## config.mk

```make
export PLATFORM = sky130hd
export DESIGN_NAME = membus_initiator_flat
export DESIGN_NICKNAME = d
export VERILOG_FILES = /design/src/rtl/membus_initiator_if.sv /design/src/rtl/membus_initiator.sv /design/src/flat_wrapper.sv
export SDC_FILE = /design/constraint.sdc
export NUM_CORES = 1
export LEC_CHECK = 0
export ABC_CLOCK_PERIOD_IN_PS = 1900
export CORE_MARGIN = 1.5
export CORE_UTILIZATION = 37
export DETAILED_ROUTE_END_ITERATION = 10
export HOLD_SLACK_MARGIN = 0.06
export PLACE_DENSITY = 0.74
export SLEW_MARGIN = 20
export SYNTH_ARGS = -nofsm -noshare
export SYNTH_HDL_FRONTEND = slang
export SYNTH_SLANG_ARGS = --single-unit
```

## constraint.sdc

```tcl
create_clock -name clk_gen -period 1.9 [get_ports clk_gen]
set_clock_uncertainty 0.1 [all_clocks]
set_input_delay 0.38 -clock clk_gen [delete_from_list [all_inputs] [get_ports clk_gen]]
set_output_delay 0.38 -clock clk_gen [all_outputs]
set_load 0.03 [all_outputs]
```

## src/rtl/membus_initiator_if.sv

```systemverilog
// Signal bundle between a command/response client, the membus_initiator and a MemSplit32 target.
// The master modport is the initiator's view; slave is the environment's view.
interface membus_initiator_if;
    // command channel
    logic        cmd_valid_i;
    logic        cmd_ready_o;
    logic        cmd_we_i;
    logic [31:0] cmd_addr_i;
    logic [31:0] cmd_wdata_i;
    logic [3:0]  cmd_be_i;

    // response channel
    logic        rsp_valid_o;
    logic        rsp_ready_i;
    logic [31:0] rsp_rdata_o;
    logic [1:0]  rsp_err_o;

    // MemSplit32 split-transaction bus
    logic        bus_req_o;
    logic        bus_we_o;
    logic [31:0] bus_addr_bo;
    logic [31:0] bus_wdata_bo;
    logic [3:0]  bus_be_bo;
    logic        bus_ack_i;
    logic        bus_resp_i;
    logic [31:0] bus_rdata_bi;

    logic        stray_resp_o;

    modport master (
        input  cmd_valid_i, cmd_we_i, cmd_addr_i, cmd_wdata_i, cmd_be_i,
        output cmd_ready_o,
        input  rsp_ready_i,
        output rsp_valid_o, rsp_rdata_o, rsp_err_o,
        output bus_req_o, bus_we_o, bus_addr_bo, bus_wdata_bo, bus_be_bo,
        input  bus_ack_i, bus_resp_i, bus_rdata_bi,
        output stray_resp_o
    );

    modport slave (
        output cmd_valid_i, cmd_we_i, cmd_addr_i, cmd_wdata_i, cmd_be_i,
        input  cmd_ready_o,
        output rsp_ready_i,
        input  rsp_valid_o, rsp_rdata_o, rsp_err_o,
        input  bus_req_o, bus_we_o, bus_addr_bo, bus_wdata_bo, bus_be_bo,
        output bus_ack_i, bus_resp_i, bus_rdata_bi,
        input  stray_resp_o
    );
endinterface

```

## src/rtl/membus_initiator.sv

```systemverilog
// Single-outstanding MemSplit32 initiator: turns one command into a req/ack (+resp for reads)
// bus transaction with a shared REQ+WAIT_RESP timeout, and returns a held response.
module membus_initiator #(
    parameter int unsigned TIMEOUT = 100
) (
    input  logic               clk_gen,
    input  logic               srst,
    membus_initiator_if.master mb
);

    localparam logic [1:0] ERR_OK       = 2'b00;
    localparam logic [1:0] ERR_TIMEOUT  = 2'b01;
    localparam logic [1:0] ERR_MISALIGN = 2'b10;

    // Counter can step one past TIMEOUT-1 when ack lands on the last REQ cycle.
    localparam int unsigned    CW      = $clog2(TIMEOUT + 1);
    localparam logic [CW-1:0]  TO_LAST = CW'(TIMEOUT - 1);

    typedef enum logic [1:0] {
        S_IDLE = 2'd0,
        S_REQ  = 2'd1,
        S_WAIT = 2'd2,
        S_DONE = 2'd3
    } state_t;

    state_t        state_q;
    logic [CW-1:0] cnt_q;
    logic [CW-1:0] cnt_d;
    logic          expired;

    logic          bus_req_q;
    logic          bus_we_q;
    logic [31:0]   bus_addr_q;
    logic [31:0]   bus_wdata_q;
    logic [3:0]    bus_be_q;

    logic          rsp_valid_q;
    logic [31:0]   rsp_rdata_q;
    logic [1:0]    rsp_err_q;
    logic          stray_q;

    assign cnt_d   = cnt_q + CW'(1);
    assign expired = (cnt_q >= TO_LAST);

    always_ff @(posedge clk_gen) begin
        if (srst) begin
            state_q     <= S_IDLE;
            cnt_q       <= '0;
            bus_req_q   <= 1'b0;
            bus_we_q    <= 1'b0;
            bus_addr_q  <= '0;
            bus_wdata_q <= '0;
            bus_be_q    <= '0;
            rsp_valid_q <= 1'b0;
            rsp_rdata_q <= '0;
            rsp_err_q   <= ERR_OK;
            stray_q     <= 1'b0;
        end else begin
            // A response is only meaningful while waiting for one; anything else is flagged and dropped.
            if (mb.bus_resp_i && (state_q != S_WAIT)) begin
                stray_q <= 1'b1;
            end

            case (state_q)
                S_IDLE: begin
                    if (mb.cmd_valid_i) begin
                        if (mb.cmd_addr_i[1:0] != 2'b00) begin
                            state_q     <= S_DONE;
                            rsp_valid_q <= 1'b1;
                            rsp_rdata_q <= '0;
                            rsp_err_q   <= ERR_MISALIGN;
                        end else begin
                            state_q     <= S_REQ;
                            cnt_q       <= '0;
                            bus_req_q   <= 1'b1;
                            bus_we_q    <= mb.cmd_we_i;
                            bus_addr_q  <= mb.cmd_addr_i;
                            bus_wdata_q <= mb.cmd_wdata_i;
                            bus_be_q    <= mb.cmd_be_i;
                        end
                    end
                end

                S_REQ: begin
                    cnt_q <= cnt_d;
                    if (mb.bus_ack_i || expired) begin
                        bus_req_q   <= 1'b0;
                        bus_wdata_q <= '0;
                        bus_be_q    <= '0;
                    end
                    // Ack on the final budget cycle still counts as success.
                    if (mb.bus_ack_i) begin
                        if (bus_we_q) begin
                            state_q     <= S_DONE;
                            rsp_valid_q <= 1'b1;
                            rsp_rdata_q <= '0;
                            rsp_err_q   <= ERR_OK;
                        end else begin
                            state_q <= S_WAIT;
                        end
                    end else if (expired) begin
                        state_q     <= S_DONE;
                        rsp_valid_q <= 1'b1;
                        rsp_rdata_q <= '0;
                        rsp_err_q   <= ERR_TIMEOUT;
                    end
                end

                S_WAIT: begin
                    cnt_q <= cnt_d;
                    if (mb.bus_resp_i) begin
                        state_q     <= S_DONE;
                        rsp_valid_q <= 1'b1;
                        rsp_rdata_q <= mb.bus_rdata_bi;
                        rsp_err_q   <= ERR_OK;
                    end else if (expired) begin
                        state_q     <= S_DONE;
                        rsp_valid_q <= 1'b1;
                        rsp_rdata_q <= '0;
                        rsp_err_q   <= ERR_TIMEOUT;
                    end
                end

                S_DONE: begin
                    if (mb.rsp_ready_i) begin
                        state_q     <= S_IDLE;
                        rsp_valid_q <= 1'b0;
                    end
                end

                default: begin
                    state_q <= S_IDLE;
                end
            endcase
        end
    end

    assign mb.cmd_ready_o  = (state_q == S_IDLE);

    assign mb.rsp_valid_o  = rsp_valid_q;
    assign mb.rsp_rdata_o  = rsp_rdata_q;
    assign mb.rsp_err_o    = rsp_err_q;

    assign mb.bus_req_o    = bus_req_q;
    assign mb.bus_we_o     = bus_we_q;
    assign mb.bus_addr_bo  = bus_addr_q;
    assign mb.bus_wdata_bo = bus_wdata_q;
    assign mb.bus_be_bo    = bus_be_q;

    assign mb.stray_resp_o = stray_q;

endmodule

```

## src/flat_wrapper.sv

```systemverilog
// flat-port wrapper written by rule: the top's interface ports become plain ports
module membus_initiator_flat 
#(
    parameter int unsigned TIMEOUT = 100
)
  (clk_gen, srst, mb_cmd_valid_i, mb_cmd_we_i, mb_cmd_addr_i, mb_cmd_wdata_i, mb_cmd_be_i, mb_cmd_ready_o, mb_rsp_ready_i, mb_rsp_valid_o, mb_rsp_rdata_o, mb_rsp_err_o, mb_bus_req_o, mb_bus_we_o, mb_bus_addr_bo, mb_bus_wdata_bo, mb_bus_be_bo, mb_bus_ack_i, mb_bus_resp_i, mb_bus_rdata_bi, mb_stray_resp_o);
  membus_initiator_if mb_i ();
  input  logic clk_gen;
  input  logic srst;
  input wire logic [$bits(mb_i.cmd_valid_i)-1:0] mb_cmd_valid_i;
  input wire logic [$bits(mb_i.cmd_we_i)-1:0] mb_cmd_we_i;
  input wire logic [$bits(mb_i.cmd_addr_i)-1:0] mb_cmd_addr_i;
  input wire logic [$bits(mb_i.cmd_wdata_i)-1:0] mb_cmd_wdata_i;
  input wire logic [$bits(mb_i.cmd_be_i)-1:0] mb_cmd_be_i;
  output wire logic [$bits(mb_i.cmd_ready_o)-1:0] mb_cmd_ready_o;
  input wire logic [$bits(mb_i.rsp_ready_i)-1:0] mb_rsp_ready_i;
  output wire logic [$bits(mb_i.rsp_valid_o)-1:0] mb_rsp_valid_o;
  output wire logic [$bits(mb_i.rsp_rdata_o)-1:0] mb_rsp_rdata_o;
  output wire logic [$bits(mb_i.rsp_err_o)-1:0] mb_rsp_err_o;
  output wire logic [$bits(mb_i.bus_req_o)-1:0] mb_bus_req_o;
  output wire logic [$bits(mb_i.bus_we_o)-1:0] mb_bus_we_o;
  output wire logic [$bits(mb_i.bus_addr_bo)-1:0] mb_bus_addr_bo;
  output wire logic [$bits(mb_i.bus_wdata_bo)-1:0] mb_bus_wdata_bo;
  output wire logic [$bits(mb_i.bus_be_bo)-1:0] mb_bus_be_bo;
  input wire logic [$bits(mb_i.bus_ack_i)-1:0] mb_bus_ack_i;
  input wire logic [$bits(mb_i.bus_resp_i)-1:0] mb_bus_resp_i;
  input wire logic [$bits(mb_i.bus_rdata_bi)-1:0] mb_bus_rdata_bi;
  output wire logic [$bits(mb_i.stray_resp_o)-1:0] mb_stray_resp_o;
  assign mb_i.cmd_valid_i = mb_cmd_valid_i;
  assign mb_i.cmd_we_i = mb_cmd_we_i;
  assign mb_i.cmd_addr_i = mb_cmd_addr_i;
  assign mb_i.cmd_wdata_i = mb_cmd_wdata_i;
  assign mb_i.cmd_be_i = mb_cmd_be_i;
  assign mb_cmd_ready_o = mb_i.cmd_ready_o;
  assign mb_i.rsp_ready_i = mb_rsp_ready_i;
  assign mb_rsp_valid_o = mb_i.rsp_valid_o;
  assign mb_rsp_rdata_o = mb_i.rsp_rdata_o;
  assign mb_rsp_err_o = mb_i.rsp_err_o;
  assign mb_bus_req_o = mb_i.bus_req_o;
  assign mb_bus_we_o = mb_i.bus_we_o;
  assign mb_bus_addr_bo = mb_i.bus_addr_bo;
  assign mb_bus_wdata_bo = mb_i.bus_wdata_bo;
  assign mb_bus_be_bo = mb_i.bus_be_bo;
  assign mb_i.bus_ack_i = mb_bus_ack_i;
  assign mb_i.bus_resp_i = mb_bus_resp_i;
  assign mb_i.bus_rdata_bi = mb_bus_rdata_bi;
  assign mb_stray_resp_o = mb_i.stray_resp_o;
  membus_initiator #(.TIMEOUT(TIMEOUT)) u_core (.clk_gen(clk_gen), .srst(srst), .mb(mb_i));
endmodule
```

Word-level counts from Yosys, hierarchy flattened
Index checks and enable logic that the tools add are counted.

word-level totals
  bits in registers = 115
  bits in latches = 0
  bits in writable memories = 0
  ROM bits = 0
  input bits = 107
  output and inout bits = 107
  word-level logic and storage cells = 83
  memories = 0

cells by class
  add/subtract/negate cells = 1
  multiply operators = 0
  divide/modulo/power cells = 0
  $lt $le $gt $ge = 1
  eq/ne operators = 10
  shift-type cells = 0
  multiplexer cells = 45
  bitwise gates (word level) = 1
  reduce and logical (&&, ||, !) cells = 14

operators with widths
  kind                                                                     count
  32-bit two-way mux                                                       9
  32-bit one-hot mux with 3 select lines                                   1
  32-bit one-hot mux with 2 select lines                                   1
  2-bit two-way mux                                                        12
  7-bit two-way mux                                                        2
  7-bit one-hot mux with 2 select lines                                    1
  4-bit two-way mux                                                        3
  4-bit AND reduction                                                      3
  1-bit two-way mux                                                        11
  2-bit inequality test, second input constant                             4
  2-bit one-hot mux with 4 select lines                                    1
  4-bit one-hot mux with 2 select lines                                    1
  7-bit by 1-bit adder with 7-bit output, second input constant            1
  7-bit greater-or-equal comparator, second input constant                 1
  2-bit one-hot mux with 3 select lines                                    1
  3-bit AND reduction                                                      2
  2-bit nonzero test                                                       3
  2-bit equality test, second input constant                               2
  2-bit by 1-bit inequality test with 1-bit output, second input constant  2
  1-bit one-hot mux with 4 select lines                                    1
  3-bit by 2-bit inequality test with 1-bit output, second input constant  1
  3-bit nonzero test                                                       1
  2-bit by 1-bit equality test with 1-bit output, second input constant    1
  2-bit zero test                                                          1
  6 further kinds                                                          6

Longest topological paths before layout
  depth in word-level cells = 4
  gate-level depth with buffers = 8
  mapped depth without buffers = 6

Least setup slack after synthesis
No wires, ideal clock.

  path type = flip-flop to flip-flop
  from = reg u_core.state_q[0]
  to = reg u_core.bus_be_q[0], in the netlist u_core.mb.bus_be_bo[0]
  arrival = 1.861 ns
  slack = -0.178 ns
  cell stages (with the launch flop) = 9
  path buffers = 2
  period minus slack after synthesis = 2.078 ns
  cells stage by stage = dfxtp_1 -> inv_1 -> ha_1 -> buf_2 -> nor2_1 -> a221oi_2 -> a21oi_2 -> buf_6 -> a22o_1

on the way
  word-level cells in the longest chain between the ends = 3

RTL lines
  what                                                                          line                    RTL
  start, declared                                                               membus_initiator.sv:26  state_t state_q;
  start signal, assigned                                                        membus_initiator.sv:47  state_q <= S_IDLE;
  start signal, assigned                                                        membus_initiator.sv:68  state_q <= S_DONE;
  start signal, assigned                                                        membus_initiator.sv:73  state_q <= S_REQ;
  2-bit zero test *                                                             --
  via mb_cmd_ready_o                                                            flat_wrapper.sv:15      output wire logic [$bits(mb_i.cmd_ready_o)-1:0] mb_cmd_ready_o;
  2-bit inequality test (no line) / 2-bit nonzero test (equally long branches)  --
  4-bit AND reduction (no line)                                                 --
  end signal, assigned                                                          membus_initiator.sv:79  bus_be_q <= mb.cmd_be_i;
  end, declared                                                                 membus_initiator.sv:35  logic [3:0] bus_be_q;

The timed path passes the listed nets; every way through them passes the cells marked *.
A chain may end at the register's enable or synchronous reset.

Worst setup path in the final report
  from = reg u_core.state_q[1]
  to = reg u_core.rsp_rdata_q[10], in the netlist u_core.mb.rsp_rdata_o[10]

on the way
  word-level cells in the longest chain between the ends = 3

RTL lines
  what                                                                                line                     RTL
  2-bit by 1-bit equality test with 1-bit output (tied with other cells)              membus_initiator.sv:64   case (state_q)
  3-bit by 2-bit inequality test with 1-bit output (no line) (tied with other cells)  --
  4-bit AND reduction (no line)                                                       --
  end signal, assigned                                                                membus_initiator.sv:114  rsp_rdata_q <= mb.bus_rdata_bi;
  end, declared                                                                       membus_initiator.sv:38   logic [31:0] rsp_rdata_q;

Several ways; a longest one is shown, not always the timed one.

==> impl_results.md <==
* Status: completed
* Setup WS pre-CTS at -448 ps
* Post-Synthesis Cells at about 470
* Max transition margin at 0.727
* GP Congestion at a little over 0.8
* Final nets at between 800 and 900
* Max H-tree Level at 4
* Max frequency at around 540 MHz
* Comb power frac at 0.404
* Hold slack at around 350 ps
* Hold_buf cts at 0
* Power per cell area at approximately 1200 mW/mm^2
* Worst-margin pin slew at about 400 ps
* CP max stage delay at roughly 340 ps
* #FFs+latches synth at between 100 and 150
* Largest net degree at the start of global routing at 37
* Initial antenna violation count at 2
* Worst VDD drop at between 700 and 800 uV
* Worst hold path class: reg2reg
* Flop pwr share at 0.278
* Worst Path Buf+Inv at 2
* Die Ht at around 110 um
* Seq/Total Area, Yosys at 0.503
* Total gr overflow at 0
* EDFF count, synth at 0
* Clock network fraction of total power at 0.318
* Fin Setup TNS at 0 ps
* Ratio of final minimum period to clock period at 0.977
* Clock latency on the worst-skew pair at slightly above 400 ps
* Top FF cell, synth: dfxtp_1
* Leakage at roughly 3.4 nW
* CTS Buf Count at 17
* Via count at 4,513
* Vias in the first global route at roughly 4,600
* CTS clk-pin slew, worst paths at about 50 ps
* DIE WIDTH at about 110 um
* Final hold vios at 0
* Share of cells above drive strength 1 at 0.188
* Filler instances at around 990
* Average via count per standard cell at 5.02
* Die area at around 0.013 mm^2
* P&R area growth vs syn at 73.1%
* Port buffer count at 213
* Syn nets at between 500 and 600
* Startpoint Class: flop
* Gr usage total at 0.216
* Initial core utilization at 0.380
* WS Path Type: reg2reg
* RSZ-0062 raised after global routing: true
* Setup crit end kind: flop
* Worst setup margin at ~43 ps
* Crit path cell chain: inv_2 > ha_4 > and3b_4 > a211o_4 > a31oi_4 > bufbuf_16 > a211oi_2
* Pint at approximately 6.5 mW
* Placeable Area at approximately 0.012 mm^2
* Synth Warn # at 0
* Critical path fanouts, max at 9
* Netlist cell types at 50
* Longest Clk Path Bufs at 2
* DRC at 0
* Clock period minus final worst setup slack at between 1500 and 2000 ps
* Post-DP HPWL at ~9.5 mm
* Post-route ant nets at 0
* Switching power at 3.31 mW
* Starting DRC count in detailed routing at about 230
* Clock sink count at between 100 and 150
* Crit path DAT at 2040 ps
* Required time of the critical path at ~2100 ps
* Async SR Flop Fraction at 0
* Max Cap Viol at 0
* Row count at 40
* Crit-path slowest cell: dfxtp_2
* Slew Viols, Final at 0
* DR WL/cell at ~15 um
* Final setup viols at 0
* CP delay by family, top: compound AO/OA/AOI/OAI gates
* Ports at ~210
* Post-Syn Area at approximately 0.0046 mm^2
* First-pass GRT wire length at roughly 22 mm
* Sw Ratio at 0.336
* Root Driver: clkbuf_16
* CTS tree: built
* Total power at around 10 mW
* Total wire length at ~14 mm
* Avg Cell Area, Syn at approximately 9.7 um^2
* Pre-Repair DR Iteration Count at 4
-- flip-flops by register name, indices dropped and copies added (netlist names) --
name	cells
u_core.mb.bus_addr_bo	32
u_core.mb.bus_be_bo	4
u_core.mb.bus_req_o	1
u_core.mb.rsp_valid_o	1
u_core.mb.bus_wdata_bo	32
u_core.cnt_q	7
u_core.mb.rsp_rdata_o	32
u_core.mb.bus_we_o	1
u_core.mb.stray_resp_o	1
u_core.state_q	2
u_core.mb.rsp_err_o	2
-- per-layer routing --
metal,share of wire,up-vias,global-route usage
met2,0.50,163,0.363
li1,-,2186,-
met5,0.00093,-,0
met3,0.065,28,0.0704
met1,0.41,2134,0.250
met4,0.024,2,0.0983
-- cells by family after synthesis --
family,count (synthesis),synth area share
muxes,3,0.00656
AOI/OAI and AO/OA,167,0.286
DFF,115,0.503
adders and majority gates,6,0.0164
xor gates and xnor gates,4,0.00765
buffers and inverters,39,0.0486
and+or+nand+nor,138,0.132
-- final timing paths --
kind	from	endpoint	slack, ps	cells past startpoint
setup / recovery	u_core.state_q[1]	u_core.mb.rsp_rdata_o[10]	40	7
hold / removal	u_core.mb.bus_addr_bo[15]	u_core.mb.bus_addr_bo[15]	350	2
setup reg to reg	u_core.state_q[1]	u_core.mb.rsp_rdata_o[10]	40	7
hold reg to reg	u_core.mb.bus_addr_bo[15]	u_core.mb.bus_addr_bo[15]	350	2
-- cells in the final DEF (no fill, tap or decap), types with 2 or more instances in the layout --
cell type,instances
dfxtp_1,113
clkdlybuf4s50_1,104
nand2_1,99
dlygate4sd2_1,99
a21oi_1,68
a22o_1,36
a211oi_2,31
buf_4,26
clkbuf_16,19
buf_12,12
nor2_1,11
dlymetal6s2s_1,9
a21oi_2,7
clkinv_2,6
inv_1,5
nand3_1,4
nor3_1,4
ha_4,4
clkbuf_8,4
buf_6,4
nor3b_1,3
a211oi_1,3
xnor2_1,3
mux2i_1,3
o21ai_0,3
nand2b_1,3
nand4_1,2
or2_2,2
o211ai_1,2
o2111ai_1,2
ha_1,2
bufinv_16,2
clkinvlp_4,2
-- worst reg2reg max path: cells and delay by family (launching register included) --
family	cells	cell delay, ps
AOI/OAI and AO/OA	3	560
buffers and inverters	2	370
DFF	1	340
and+or+nand+nor	1	200
adders and majority gates	1	160
-- power by group through the flow --
stage	Combinational [mW]	Sequential, mW	Clock (mW)
6_report	3.98	2.74	3.13
5_1_grt	4.25	2.76	3.33
4_1_cts	3.79	2.72	3.19
3_5_place_dp	3.39	2.76	0
3_3_place_gp	3.30	2.76	0
2_1_floorplan	1.79	3.06	0
-- synth_stat cells, types with 2 or more instances --
master     instances  share of area
dfxtp_1          115           0.50
nand2_1           99          0.081
a21oi_1           74          0.081
a22o_1            36          0.069
a211oi_2          30          0.082
clkbuf_1          13          0.011
nor2_1            11         0.0090
buf_2              7         0.0076
inv_1              7         0.0057
buf_4              6         0.0098
buf_6              6          0.015
ha_1               6          0.016
a211oi_1           4         0.0066
nand3_1            4         0.0044
nor3_1             4         0.0044
mux2i_1            3         0.0066
nand2b_1           3         0.0041
nor3b_1            3         0.0049
o21ai_0            3         0.0033
xnor2_1            3         0.0057
nand4_1            2         0.0027
nor2b_1            2         0.0027
o2111ai_1          2         0.0038
o211ai_1           2         0.0033
or2_2              2         0.0027
-- stage by stage --
step,area (um^2),utilization,cells
6_report,7930,0.657,899
5_1_grt,7930,0.657,899
4_1_cts,7810,0.648,896
3_5_place_dp,7120,0.590,853
3_3_place_gp,7120,0.590,853
2_1_floorplan,4600,-,472
-- repair_timing --
item / 4_1_cts / 5_1_grt
buffers inserted: 8 / 1
resized for setup: 115 / 23
pin swaps: 5 / 10
hold endpoints to repair: 0 / 0
gates cloned: 3 / 2
setup endpoints to repair: 130 / 61
-- final cells by class --
| cell class | count | area [um^2] | share of cell area |
|---|---|---|---|
| Timing Repair Buffer | 258 | 2610 | 0.329 |
| Sequential cell | 115 | 2310 | 0.291 |
| Multi-Input combinational cell | 318 | 2180 | 0.275 |
| Clock buffer | 22 | 484 | 0.0611 |
| Tap cell | 168 | 210 | 0.0265 |
| Clock inverter | 10 | 105 | 0.0133 |
| Inverter | 7 | 28.8 | 0.00363 |
| Antenna cell | 1 | 2.50 | 0.000316 |
Power figures use the tool's default switching activity.
==> patch 1 (same flow settings) <==
The 4 states of `state_t` get a one-hot encoding in 4 bits.
--- a/src/rtl/membus_initiator.sv
+++ b/src/rtl/membus_initiator.sv
@@ -18,7 +18,7 @@
 
-    typedef enum logic [1:0] {
-        S_IDLE = 2'd0,
-        S_REQ  = 2'd1,
-        S_WAIT = 2'd2,
-        S_DONE = 2'd3
+    typedef enum logic [3:0] {
+        S_IDLE = 4'b0001,
+        S_REQ  = 4'b0010,
+        S_WAIT = 4'b0100,
+        S_DONE = 4'b1000
     } state_t;
Function: same outputs for any inputs over 4 cycles, from zero or initial values and one cycle with srst high; so few cycles prove little.
==> patch 1 against the original RTL <==
  * The run now ends with negative setup slack left
  * Cell count shrank 9.2%
  * Die area decreased by 6.9%
  * Final area is 5.8% lower
  * Critical path depth is 4 lower
  * Worst setup slack worse by 0.076 ns
  * Routed wire length up 0.76%
  * Sequential cell count grew 2
  * Synthesized area decreased by 7.0%
  * Non-clock buffer count decreased by 6
Power is not compared: it rests on default switching activity, and its combinational part moved more than twofold at a synthesized area within 25%.
==> patch 1: results (changes against the original RTL) <==
- Crit-path slowest cell: or3b_4
- Worst min-delay path class: in2reg
- Post-synth top cells: dfxtp_1 (117), nand2_1 (70), a21oi_1 (40)
- Global-route wire length before repair: 19800 um (-11%)
- WS Path Type: reg2out
- Count of multi-input gates: 277 (-13%)
- R2R cell count: 6 (-1)
- CP max FO: 6 (-3)
- Crit path DAT: 1.45 ns (-0.59 ns)
- DRT Pass-1 Iters: 5 (+1)
- Clock buffer count: 23 (+4.5%)
- Failing checks: negative setup slack
- Synth cell types: 39 (-22%)
- Final worst slack: -0.0328 ns (-0.0757 ns)
- Most area-consuming cells after synthesis: dfxtp_1 (55%), a22o_1 (6.8%), nand2_1 (6.2%)
- Hold EP: u_core.mb.bus_addr_bo[31]
- Die X: 110 um (-3.5%)
- CP Capture Point: mb_cmd_ready_o
- Vias in the first global route: 3948 (-14%)
- Dpl cell area: 6700 um2 (-5.9%)
- Overall routing resource usage: 21.7% (+0.18 points)
- Run status: finished, violations left
- Post-Syn Area per Cell: 9.90 um2 (+2.0%)
- CP peak stage delay: 0.44 ns (+0.10 ns)
- Share of cells above drive strength 1: 17.6% (-1.2 points)
- Initial antenna violation count: 0 (-2)
- FILL cells: 872 (-11%)
- Diode count: 0 (-1)
- Setup violators final: 20 (+20)
- R2r setup slk: -0.02 ns (-0.06 ns)
- Non-clock buffering overhead: 33.4% (+0.49 points)
- Multi-input gate area: 1870 um2 (-14%)
- Via/cell ratio: 5.07 (+0.92%)
- Tightest Pin Transition: 0.366 ns (-0.0424 ns)
- Initial detailed-routing violation count: 229 (+0.88%)
- Seq/Total Area, Yosys: 55.0% (+4.8 points)
- Hpwl dp: 9430 um (-0.47%)
- Routability cong.: 0.813 (-0.33%)
- Detailed Route WL: 14000 um (+0.76%)
## patch 1: through the flow
stage	hold WS, ns	util, %
after global placement	0.341	60.7
after global routing	0.167	67.7
after floorplan	0.370	-
after detailed placement	0.348	60.7
after CTS	0.146	64.8
final	0.159	67.7
## patch 1: kinds of logic after synthesis
group	synth area share (%)
buf+inv	4.41
fa+ha+maj	0.294
simple gates	17.7
xor+xnor	1.44
flops	55.0
compound gates	21.2
## patch 1: layer usage
layer,up-vias,track usage (%),wire (um)
met2,162,36.4,6910
met5,-,0,0
li1,2015,-,-
met4,0,11.2,389
met3,37,7.70,1060
met1,1920,24.3,5690
## patch 1: repair_timing
item,in CTS,in global routing
setup endpoints to repair,176,89
cloned,0,6
gates resized for setup,106,32
buffers inserted,0,4
pin swaps,1,2
## patch 1: worst reg2reg max path: cells and delay by family, from the launching register on
family                 cells  cell delay [ns]
and+or+nand+nor            3             0.72
buffers and inverters      2             0.39
DFF                        1             0.36
AOI/OAI and AO/OA          1             0.25
==> patch 2 (same flow settings) <==
Without the edit above. `TIMEOUT` is set to 100 in 2 places; all go to 200.
--- a/src/rtl/membus_initiator.sv
+++ b/src/rtl/membus_initiator.sv
@@ -3,3 +3,3 @@
 module membus_initiator #(
-    parameter int unsigned TIMEOUT = 100
+    parameter int unsigned TIMEOUT = 200
 ) (
--- a/src/flat_wrapper.sv
+++ b/src/flat_wrapper.sv
@@ -3,3 +3,3 @@
 #(
-    parameter int unsigned TIMEOUT = 100
+    parameter int unsigned TIMEOUT = 200
 )
Formal check against the unedited RTL: no difference found for any inputs over 4 cycles, from zero or initial values and one cycle with srst high; that may be too few to reach the edited logic, so the function may still have changed.
==> patch 2 against the original RTL <==
  * Critical path type unchanged
  * Routed wire length increased by 6.3%
  * Count of clock-buffer cells in the layout increased by 3
  * Fmax increased by 0.50%
  * Sequential cell count increased by 1
  * Synthesized area increased by 3.3%
  * Worst setup slack improved by 0.0092 ns
  * Final area increased by 1.9%
  * Power increased by 1.5%
==> patch 2: results (changes against the original RTL) <==
- Worst vdd ir: 718 uV (+1.9%)
- Worst min-delay path class: in2reg
- Leakage power: 3.43 nW (+0.17%)
- Synth cell types: 50 (unchanged)
- R2r setup slk: 0.05 ns
- Hold Path Origin: srst
- XOR/XNOR Fraction of Synth Area: 0% (-0.77 points)
- Hold WS: 0.294 ns (-0.0534 ns)
- Dpl cell area: 7300 um2 (+2.5%)
- Cts bufs inserted: 17 (unchanged)
- Detailed Route WL: 14800 um (+6.3%)
- Post-synthesis mux area share: 0.423% (-0.23 points)
- Multi-input gate area: 2270 um2 (+4.3%)
- Routability cong.: 0.866 (+6.1%)
- Most area-consuming cells after synthesis: dfxtp_1 (49%), nand2_1 (8.0%), a211oi_2 (7.9%)
- Initial detailed-routing violation count: 316 (+39%)
- Synth Area in Compound Gates: 30.2% (+1.6 points)
- Overall routing resource usage: 20.9% (-0.61 points)
- Share of cells above drive strength 1: 20.5% (+1.7 points)
- Hpwl dp: 9910 um (+4.6%)
- Post-synth top cells: dfxtp_1 (116), nand2_1 (101), a21oi_1 (67)
- Vias in the first global route: 4499 (-2.3%)
- Run status: completed
- Initial antenna violation count: 0 (-2)
- Hold EP: u_core.mb.stray_resp_o
- Largest net degree at the start of global routing: 37 (unchanged)
- Worst r2r dst: u_core.mb.bus_wdata_bo[9]
- Mapped Nets: 601 (+2.7%)
- Slew headroom: 69.1% (-3.6 points)
- Post-Synth Adder-Cell Area: 1.59% (-0.052 points)
- Yosys warnings: 0 (unchanged)
- Via/cell ratio: 5.07 (+1.0%)
- Nets: 852 (+2.7%)
- Seq/Total Area, Yosys: 49.1% (-1.2 points)
- Diode count: 0 (-1)
- Crit path DAT: 2.10 ns (+0.06 ns)
- CP max FO: 18 (+9)
- FILL cells: 1002 (+1.7%)
- Global-route wire length before repair: 21900 um (-1.3%)
- R2R Path Start: u_core.cnt_q[1]
[patch 2: cell count changes in the layout (fill, tap and decap cells not counted), moves of 3 or more]
cell and delta:
nand2b_1 +3, dlymetal6s2s_1 -3, nor2_1 -4, xnor2_1 -3, buf_4 +13, or4_1 +3, buf_12 -4, clkinv_2 -4
a21oi_2 +3
[patch 2: cells by family after synthesis]
group / count (synthesis)
AOI/OAI and AO/OA: 176
adders and majority gates: 6
and+or+nand+nor: 143
buffers and inverters: 45
DFF: 116
muxes: 2
[patch 2: worst max-delay path, cell delays in order, from the launching register on]
cell and delay [ns]:
dfxtp_2 0.33, ha_4 0.17, a2111oi_4 0.38, o21ai_2 0.12, a31oi_4 0.23, buf_4 0.15
buf_12 0.14, a22o_1 0.15
[patch 2: per-stage QoR]
| step | instances | setup TNS (ns) | worst slack (ns) |
|---|---|---|---|
| global route | 924 | -0.0492 | -0.0111 |
| finish | 924 | 0 | 0.0521 |
| detailed placement | 878 | -23.94 | -0.370 |
| CTS | 915 | 0 | 0.000852 |
| floorplan | 488 | 0 | 0.0105 |
| global placement | 878 | -20.14 | -0.314 |
[patch 2: what timing repair did]
item                       CTS  global route
gates cloned                 2             5
setup buffers                3             4
setup endpoints to repair  163            79
pin swaps                    5            10
resized for setup          107            22
[patch 2: worst max path at each step]
stage	start	endpoint	slack, ns	depth (start not counted)
2_1_floorplan	u_core.state_q[0]	u_core.mb.rsp_err_o[1]	0.01	7
3_3_place_gp	mb_cmd_valid_i	u_core.mb.rsp_rdata_o[0]	-0.31	6
3_5_place_dp	mb_cmd_valid_i	u_core.mb.rsp_rdata_o[31]	-0.37	6
4_1_cts	u_core.mb.bus_addr_bo[9]	mb_bus_addr_bo[9]	0.0009	1
5_1_grt	u_core.state_q[1]	u_core.mb.rsp_rdata_o[8]	-0.01	10
6_report	u_core.cnt_q[1]	u_core.mb.bus_wdata_bo[9]	0.05	7
[patch 2: area by class of cell]
type                       instances  area share (%)
timing repair buffer             267            32.7
sequential                       116            28.9
multi-input combinational        327            28.1
clock buffer                      25            6.26
tap                              172            2.66
clock inverter                     7           0.883
inverter                          10           0.527
[patch 2: report_power, final]
| part | total [W] | switching (W) | internal, W |
|---|---|---|---|
| combinational | 0.00417 | 0.00226 | 0.00190 |
| clock | 0.00307 | 0.00110 | 0.00197 |
| sequential | 0.00277 | 0.000132 | 0.00264 |
| total | 0.0100 | 0.00349 | 0.00651 |
[patch 2: layer usage]
layer	GRT usage, %	up-vias	part of all wire (%)
met5	0	-	0
met4	9.02	0	1.9
met3	6.59	25	6.8
met2	35.4	162	49
met1	24.5	2221	42
li1	-	2279	-
